--- config.mk ---
export PLATFORM = sky130hd
export DESIGN_NAME = spi_slave_mod
export DESIGN_NICKNAME = d
export VERILOG_FILES = /design/src/rtl/spi_slave_mod.sv
export SDC_FILE = /design/constraint.sdc
export NUM_CORES = 1
export LEC_CHECK = 0
export CELL_PAD_IN_SITES_DETAIL_PLACEMENT = 1
export CELL_PAD_IN_SITES_GLOBAL_PLACEMENT = 2
export CORE_MARGIN = 2
export CORE_UTILIZATION = 33
export CTS_BUF_LIST = sky130_fd_sc_hd__clkbuf_4 sky130_fd_sc_hd__clkbuf_8 sky130_fd_sc_hd__clkbuf_16
export DETAILED_ROUTE_END_ITERATION = 10
export PLACE_DENSITY = 0.85
export SYNTH_ARGS = -nofsm -noshare
export SYNTH_HDL_FRONTEND = slang
export SYNTH_SLANG_ARGS = --single-unit
--- constraint.sdc ---
create_clock -name PCLK -period 1.9 [get_ports PCLK]
set_input_delay 0.19 -clock PCLK [delete_from_list [all_inputs] [get_ports PCLK]]
set_output_delay 0.19 -clock PCLK [all_outputs]
set_load 0.01 [all_outputs]
--- src/rtl/spi_slave_mod.sv ---
// spi_slave_mod: SPI responder with synchronized inputs, one-deep TX buffer, RX holding register; SPI_SLAVE_OVR_DET_EN adds rx_ovr_o
module spi_slave_mod #(
  parameter int DATA_WIDTH  = 8,
  parameter int SYNC_STAGES = 2
) (
  input  logic                  PCLK,
  input  logic                  PRESET,
  input  logic                  sclk_i,
  input  logic                  ss_i,
  input  logic                  mosi_i,
  output logic                  miso_o,
  output logic                  miso_oe_o,
  input  logic                  cpol_i,
  input  logic                  cpha_i,
  input  logic                  lsbfe_i,
  input  logic [DATA_WIDTH-1:0] tx_data_i,
  input  logic                  tx_wr_i,
  output logic                  tx_empty_o,
  output logic [DATA_WIDTH-1:0] rx_data_o,
  output logic                  rx_full_o,
  input  logic                  rx_rd_i,
  output logic                  busy_o
`ifdef SPI_SLAVE_OVR_DET_EN
  , output logic                rx_ovr_o
`endif
);
  localparam int CW = $clog2(DATA_WIDTH + 1);
  localparam logic [0:0] IDLE = 1'b0, ACTIVE = 1'b1;
  logic [0:0] state;
  logic [SYNC_STAGES-1:0] sclk_sync, ss_sync, mosi_sync;
  logic sclk_d, ss_d, cpol_q, cpha_q, lsbfe_q;
  logic [CW-1:0] cnt;
  logic [DATA_WIDTH-1:0] tx_sr, rx_sr, tx_buf, tx_src, rx_next, tx_shf, start_shf;
  logic sclk_s, ss_s, mosi_s, sclk_edge, lead, trail, ss_fall, ss_rise;
  logic start, sample, shift, done, tx_out, start_bit;
  assign sclk_s    = sclk_sync[SYNC_STAGES-1];
  assign ss_s      = ss_sync[SYNC_STAGES-1];
  assign mosi_s    = mosi_sync[SYNC_STAGES-1];
  assign sclk_edge = sclk_s ^ sclk_d;
  assign lead      = sclk_edge && (sclk_s != cpol_q);
  assign trail     = sclk_edge && (sclk_s == cpol_q);
  assign ss_fall   = !ss_s && ss_d;
  assign ss_rise   = ss_s && !ss_d;
  assign busy_o    = state == ACTIVE;
  assign start     = !busy_o && ss_fall;
  assign sample    = busy_o && !ss_rise && (cpha_q ? trail : lead);
  assign shift     = busy_o && !ss_rise && (cpha_q ? lead : trail);
  assign done      = sample && (cnt == CW'(DATA_WIDTH - 1));
  assign rx_next   = lsbfe_q ? {mosi_s, rx_sr[DATA_WIDTH-1:1]} : {rx_sr[DATA_WIDTH-2:0], mosi_s};
  assign tx_src    = tx_empty_o ? '0 : tx_buf;
  assign tx_out    = lsbfe_q ? tx_sr[0] : tx_sr[DATA_WIDTH-1];
  assign tx_shf    = lsbfe_q ? tx_sr >> 1 : tx_sr << 1;
  assign start_bit = lsbfe_i ? tx_src[0] : tx_src[DATA_WIDTH-1];
  assign start_shf = lsbfe_i ? tx_src >> 1 : tx_src << 1;
  // Synchronizers plus edge-detect history; ss history resets low so a reset with ss held low does not re-arm
  always_ff @(posedge PCLK) begin
    if (PRESET) begin
      sclk_sync <= '0;
      ss_sync   <= '0;
      mosi_sync <= '0;
      sclk_d    <= 1'b0;
      ss_d      <= 1'b0;
    end else begin
      sclk_sync <= {sclk_sync[SYNC_STAGES-2:0], sclk_i};
      ss_sync   <= {ss_sync[SYNC_STAGES-2:0], ss_i};
      mosi_sync <= {mosi_sync[SYNC_STAGES-2:0], mosi_i};
      sclk_d    <= sclk_s;
      ss_d      <= ss_s;
    end
  end
  // Frame FSM and shift datapath; the TX register always holds the bits not yet presented on miso
  always_ff @(posedge PCLK) begin
    if (PRESET) begin
      state     <= IDLE;
      miso_o    <= 1'b0;
      miso_oe_o <= 1'b0;
      cnt       <= '0;
      cpol_q    <= 1'b0;
      cpha_q    <= 1'b0;
      lsbfe_q   <= 1'b0;
      tx_sr     <= '0;
      rx_sr     <= '0;
    end else if (start) begin
      state     <= ACTIVE;
      cpol_q    <= cpol_i;
      cpha_q    <= cpha_i;
      lsbfe_q   <= lsbfe_i;
      miso_oe_o <= 1'b1;
      cnt       <= '0;
      rx_sr     <= '0;
      tx_sr     <= cpha_i ? tx_src : start_shf;
      miso_o    <= cpha_i ? 1'b0 : start_bit;
    end else if (busy_o && ss_rise) begin
      state     <= IDLE;
      miso_oe_o <= 1'b0;
      miso_o    <= 1'b0;
      cnt       <= '0;
    end else begin
      if (sample) begin
        rx_sr <= rx_next;
        cnt   <= done ? '0 : cnt + 1'b1;
        if (done) tx_sr <= tx_src;
      end
      if (shift) begin
        miso_o <= tx_out;
        tx_sr  <= tx_shf;
      end
    end
  end
  // TX buffer: a write into a free buffer wins over a same-cycle consume
  always_ff @(posedge PCLK) begin
    if (PRESET) begin
      tx_buf     <= '0;
      tx_empty_o <= 1'b1;
    end else if (tx_wr_i && tx_empty_o) begin
      tx_buf     <= tx_data_i;
      tx_empty_o <= 1'b0;
    end else if (start || done) begin
      tx_empty_o <= 1'b1;
    end
  end
  // RX holding register; frame completion beats a same-cycle read acknowledge
  always_ff @(posedge PCLK) begin
    if (PRESET) begin
      rx_data_o <= '0;
      rx_full_o <= 1'b0;
`ifdef SPI_SLAVE_OVR_DET_EN
      rx_ovr_o  <= 1'b0;
`endif
    end else begin
      if (done) rx_data_o <= rx_next;
      rx_full_o <= done | (rx_full_o & ~rx_rd_i);
`ifdef SPI_SLAVE_OVR_DET_EN
      rx_ovr_o  <= (done & rx_full_o) | (rx_ovr_o & ~rx_rd_i);
`endif
    end
  end
endmodule

==> results.sh, run 1 <==
export IMPL_multi_input_area_um2=1460
export IMPL_grt_pass1_wl_um=11400
export IMPL_numCtsBuffers=5
export IMPL_critPathKind="flip-flop to flip-flop"
export IMPL_grt_pass1_vias=2295
export IMPL_ios=31
export IMPL_p_per_area_nw_per_um2=644
export IMPL_drv_slew=0
export IMPL_htree_levels=2
export IMPL_ys_top_cells_by_count="dfxtp_1, nand2_1, mux2i_1, nor2_1, a211oi_1"
export IMPL_worst_hold_slack_ps=439
export IMPL_synth_area_um2=2590
export IMPL_tightest_slew_ps=568
export IMPL_final_setup_tns_ps=0
export IMPL_antenna_cells=0
export IMPL_clock_root_buffer="clkbuf_8"
export IMPL_synth_area_leaders="dfxtp_1, mux2i_1, nand2_1"
export IMPL_synth_top_area_cell="dfxtp_1"
export IMPL_setup_ws_ps=158
export IMPL_rsz0062_at_grt="no"
export IMPL_drc=0
export IMPL_crit_path_start_kind="flip-flop"
export IMPL_path_buf_inv=1
export IMPL_start_util=0.338
export IMPL_dr_pass1_iters=4
export IMPL_dp_cells=438
export IMPL_fin_skew_ps=10.1
export IMPL_dpl_instance_area_um2=3050
export IMPL_worstPathRequired_ps=2090
export IMPL_synth_distinct_cells=41
export IMPL_cts_tree="yes"
export IMPL_yosys_warnings=0
export IMPL_synthToLayoutAreaGrowth_pct=24.1
export IMPL_leakage_nw=1.02
export IMPL_final_antenna_net_count=0
export IMPL_path_cells="xor2_2 -> mux2i_2 -> buf_4 -> nor4b_2 -> a311oi_1 -> nor4b_2"
export IMPL_die_x_um=92.6
export IMPL_via_per_inst=5.21
export IMPL_synth_seq_cells=51
export IMPL_cp_top_family="flip-flops"
export IMPL_pre_cts_ws_ps=-62.1
export IMPL_ys_seq_area_frac=0.395
export IMPL_drive_gt1_frac=0.110
export IMPL_io_buffer_count=30
export IMPL_synthCells=312
export IMPL_status="finished clean"
export IMPL_cts_sinks=51
export IMPL_min_path_type="input pin to flip-flop"
export IMPL_endpoint_kind="flip-flop"
export IMPL_clk_latency_ps=300
export IMPL_fmax_ghz=0.574
export IMPL_cpPeakStageDelay_ps=440
export IMPL_layout_min_cycle_time_ps=1740
export IMPL_cts_max_path_buffers=2
export IMPL_dp_hpwl_um=5010
export IMPL_ff_latch_area_um2=1020
export IMPL_ir_worst_vdd_uv=382
export IMPL_wire_per_inst_um=15.1
export IMPL_synth_edf_count=0
export IMPL_antenna_found_initial=0
export IMPL_die_area_um2=8570
export IMPL_fillers=898
export IMPL_drt_iter0_markers=129
export IMPL_core_um2=7650
export IMPL_grt_usage=0.166
export IMPL_stdcell_count=448
export IMPL_cp_common_cell="nor4b_2"
export IMPL_slowest_stage="dfxtp_1"
export IMPL_cp_data_arrival_time_ps=1930
export IMPL_gp_congestion=0.854
export IMPL_path_clk_slew_ps=90
export IMPL_slew_headroom=0.621
export IMPL_yosysTopAreaCellShare=0.395
export IMPL_routed_via_count=2334
export IMPL_max_cap_viol_count=0
export IMPL_synthArstFlopShare=0
export IMPL_grt_overflow=0
export IMPL_timing_final_crit_share=0.917
export IMPL_drt_total_wl_um=6740
export IMPL_cp_max_fo=10
export IMPL_grt_max_degree=20
export IMPL_die_y_um=92.6
export IMPL_final_nets=365
export IMPL_final_hold_viol_count=0
export IMPL_setup_viol=0
export IMPL_synth_nets=331
export IMPL_syn_area_per_cell_um2=8.29
export IMPL_row_count=32
export IMPL_synth_top_flop_cell="dfxtp_1"
export IMPL_fin_area_um2=3210
export IMPL_synth_most_common_cell="dfxtp_1"
[cell families after synthesis]
| group | Yosys count | share of synthesized area |
|---|---|---|
| XOR/XNOR | 3 | 0.0160 |
| AO/OA/AOI/OAI | 73 | 0.186 |
| buffers and inverters | 31 | 0.0513 |
| AND/OR/NAND/NOR | 128 | 0.248 |
| flip-flops | 51 | 0.395 |
| adder cells (fa/ha/maj) | 1 | 0.00483 |
| multiplexers | 25 | 0.0996 |
[state kept, by name, summed over array words and instances, names as in the netlist]
name        flops
sclk_d          1
tx_empty_o      1
sclk_sync       2
miso_o          1
tx_buf          8
ss_sync         2
busy_o          1
cnt             4
cpol_q          1
tx_sr           8
lsbfe_q         1
ss_d            1
rx_data_o       8
cpha_q          1
rx_sr           8
mosi_sync       2
rx_full_o       1
[metal layers]
layer	wire (um)	GRT usage	vias to the layer above
met5	0	0	-
met4	61	0.0373	0
met3	237	0.0236	6
met2	3270	0.277	38
met1	3180	0.227	1115
li1	-	-	1175
[power breakdown]
group / internal (W) / leakage, nW / switching [W]
logic: 0.0000982 / 0.554 / 0.000113
clock network: 0.000385 / 0.0502 / 0.000348
registers: 0.00109 / 0.414 / 0.0000312
total: 0.00158 / 1.02 / 0.000492
[path summary, 6_finish.rpt]
path                     start           end  slack (ps)  cells past startpoint
hold / removal    tx_data_i[3]     tx_buf[3]         440                      3
hold reg to reg   mosi_sync[0]  mosi_sync[1]         460                      1
setup / recovery        cpha_q      tx_sr[7]         160                      6
setup reg to reg        cpha_q      tx_sr[7]         160                      6
[area by class of cell]
type | count | area share
Multi-Input combinational cell | 230 | 0.454
Sequential cell | 51 | 0.318
Timing Repair Buffer | 48 | 0.143
Tap cell | 102 | 0.0398
Clock buffer | 5 | 0.0214
Clock inverter | 2 | 0.0117
Inverter | 10 | 0.0117
[tightest hold or removal path: cells and delay by family]
family / cells / cell delay [ps]
buffers and inverters: 1 / 400
AND/OR/NAND/NOR: 1 / 50
AO/OA/AOI/OAI: 1 / 50
[cell usage in the layout, fill, tap and decap left out, types with 9 or more instances in the layout]
cell type	count
a21oi_1	17
clkdlybuf4s50_1	30
a211oi_1	22
nor2_1	23
nand2_1	45
inv_1	9
o21ai_0	15
dfxtp_1	51
nor2b_1	15
buf_4	16
nor3_1	13
mux2i_1	23
[metrics by stage]
stage / utilization / power, W
4_1_cts: 0.413 / 0.00209
2_1_floorplan: - / 0.00127
5_1_grt: 0.420 / 0.00216
3_5_place_dp: 0.398 / 0.00136
6_report: 0.420 / 0.00207
3_3_place_gp: 0.398 / 0.00135
[timing repair]
item / CTS / global route
setup buffers: 0 / 3
endpoints found under the setup margin: 5 / 23
hold buffers: 0 / 0
resized for setup: 1 / 5
pin swaps: 0 / 1
No activity file was read; power rests on OpenSTA's default activity.
==> run 2: changes to the inputs <==
--- a/config.mk
+++ b/config.mk
@@ -5,6 +5,7 @@
 export SDC_FILE = /design/constraint.sdc
 export NUM_CORES = 1
 export LEC_CHECK = 0
+export ABC_CLOCK_PERIOD_IN_PS = 1900
 export CELL_PAD_IN_SITES_DETAIL_PLACEMENT = 1
 export CELL_PAD_IN_SITES_GLOBAL_PLACEMENT = 2
 export CORE_MARGIN = 2
==> results of run 2 <==
Same layout as run 1: the final DEF is identical, and so are final timing and power.
==> run 3: changes to the inputs <==
--- a/config.mk
+++ b/config.mk
@@ -13,6 +13,7 @@
 export CTS_BUF_LIST = sky130_fd_sc_hd__clkbuf_4 sky130_fd_sc_hd__clkbuf_8 sky130_fd_sc_hd__clkbuf_16
 export DETAILED_ROUTE_END_ITERATION = 10
 export PLACE_DENSITY = 0.85
+export SLEW_MARGIN = 15
 export SYNTH_ARGS = -nofsm -noshare
 export SYNTH_HDL_FRONTEND = slang
 export SYNTH_SLANG_ARGS = --single-unit
==> constraint.sdc (replaced) <==
create_clock -name PCLK -period 1.9 [get_ports PCLK]
set_input_delay 0.475 -clock PCLK [delete_from_list [all_inputs] [get_ports PCLK]]
set_output_delay 0.475 -clock PCLK [all_outputs]
set_load 0.01 [all_outputs]
==> run 3 against run 2 <==
Net effect: flip-flop and latch count unchanged; worst setup slack got worse by 50 ps; final cell count increased by 0.89%; die area unchanged; critical path type is now flip-flop to output port.
==> results.sh, run 3 (synthesis gave the netlist of run 1 again) <==
export IMPL_max_cap_viol_count=0
export IMPL_p_per_area_nw_per_um2=612
export IMPL_dr_pass1_iters=4
export IMPL_synthToLayoutAreaGrowth_pct=23.8
export IMPL_final_nets=369
export IMPL_grt_pass1_vias=2418
export IMPL_clk_latency_ps=310
export IMPL_drt_iter0_markers=79
export IMPL_ir_worst_vdd_uv=337
export IMPL_grt_pass1_wl_um=11600
export IMPL_ff_latch_area_um2=1020
export IMPL_leakage_nw=1.03
export IMPL_numCtsBuffers=5
export IMPL_grt_usage=0.165
export IMPL_start_util=0.338
export IMPL_status="finished clean"
export IMPL_power_w=0.00196
export IMPL_layout_common_cells="dfxtp_1, nand2_1, clkdlybuf4s50_1, mux2i_1, nor2_1"
export IMPL_slew_headroom=0.604
export IMPL_core_um2=7650
export IMPL_cts_max_path_buffers=2
export IMPL_clock_root_buffer="clkbuf_8"
export IMPL_worstPathRequired_ps=1420
export IMPL_fillers=907
export IMPL_drt_total_wl_um=6720
export IMPL_fmax_ghz=0.558
export IMPL_drive_gt1_frac=0.114
export IMPL_htree_levels=2
export IMPL_final_hold_viol_count=0
export IMPL_wire_per_inst_um=14.9
export IMPL_drv_slew=0
export IMPL_tightest_slew_ps=593
export IMPL_post_route_util=0.419
export IMPL_grt_overflow=0
export IMPL_antenna_found_initial=0
export IMPL_row_count=32
export IMPL_timing_final_crit_share=0.943
export IMPL_multi_input_area_um2=1440
export IMPL_path_clk_slew_ps=100
export IMPL_fin_skew_ps=10.7
export IMPL_cts_hold_buf=0
export IMPL_die_area_um2=8570
export IMPL_cp_data_arrival_time_ps=1320
export IMPL_grt_max_degree=21
export IMPL_via_per_inst=5.14
export IMPL_dp_hpwl_um=5070
export IMPL_crit_path_start_kind="flip-flop"
export IMPL_die_y_um=92.6
export IMPL_cp_max_fo=5
export IMPL_cts_tree="yes"
export IMPL_endpoint_kind="output port"
export IMPL_antenna_cells=0
export IMPL_die_x_um=92.6
export IMPL_final_antenna_net_count=0
export IMPL_drc=0
export IMPL_critPathKind="flip-flop to output port"
export IMPL_final_common_cell="dfxtp_1"
export IMPL_layout_min_cycle_time_ps=1790
export IMPL_routed_via_count=2323
export IMPL_rsz0062_at_grt="no"
export IMPL_cts_sinks=51
export IMPL_min_path_type="flip-flop to flip-flop"
export IMPL_ios=31
export IMPL_gp_congestion=0.839
export IMPL_setup_viol=0
export IMPL_io_buffer_count=30
[run 3: cell type report]
| type | count | area share |
|---|---|---|
| Clock buffer | 5 | 0.0215 |
| Clock inverter | 2 | 0.00430 |
| Inverter | 10 | 0.0117 |
| Multi-Input combinational cell | 230 | 0.451 |
| Sequential cell | 51 | 0.319 |
| Tap cell | 102 | 0.0398 |
| Timing Repair Buffer | 52 | 0.153 |
[run 3: critical path, cell delays in order (launching register included)]
cell and delay, ps:
dfxtp_1 340, buf_4 140, clkdlybuf4s50_1 530
[run 3: worst paths after layout]
| check | startpoint | to | slack, ps | cells after the start |
|---|---|---|---|---|
| max | busy_o | miso_oe_o | 110 | 2 |
| min | mosi_sync[0] | mosi_sync[1] | 450 | 1 |
| max reg2reg | ss_d | tx_sr[7] | 130 | 6 |
| min reg2reg | mosi_sync[0] | mosi_sync[1] | 450 | 1 |
[run 3: through the flow]
stage	setup WS [ps]	TNS, ps	instance area [um^2]	hold slack, ps	instances
floorplan	217	0	2590	414	312
finish	108	0	3200	449	452
detailed placement	-40.4	-40.4	3100	442	444
CTS	90.6	0	3190	453	451
global route	22.7	0	3200	466	452
global placement	108	0	3100	428	444
[run 3: metal layers]
metal / vias up / global-route usage / wire length [um]
met3: 6 / 0.0212 / 144
met4: 0 / 0.0410 / 65
li1: 1188 / - / -
met2: 31 / 0.276 / 3160
met1: 1098 / 0.227 / 3350
met5: - / 0 / 0
[run 3: power by group]
group | internal (W) | switching [W] | leakage [nW]
logic | 0.000108 | 0.000117 | 0.573
clock network | 0.000253 | 0.000360 | 0.0440
registers | 0.00109 | 0.0000294 | 0.414
total | 0.00145 | 0.000507 | 1.03
[run 3: repair_timing]
item / CTS / global route
endpoints found under the hold margin: 0 / 0
buffers inserted: 0 / 1
endpoints found under the setup margin: 2 / 12
pin swaps: 0 / 1
gates resized for setup: 1 / 2
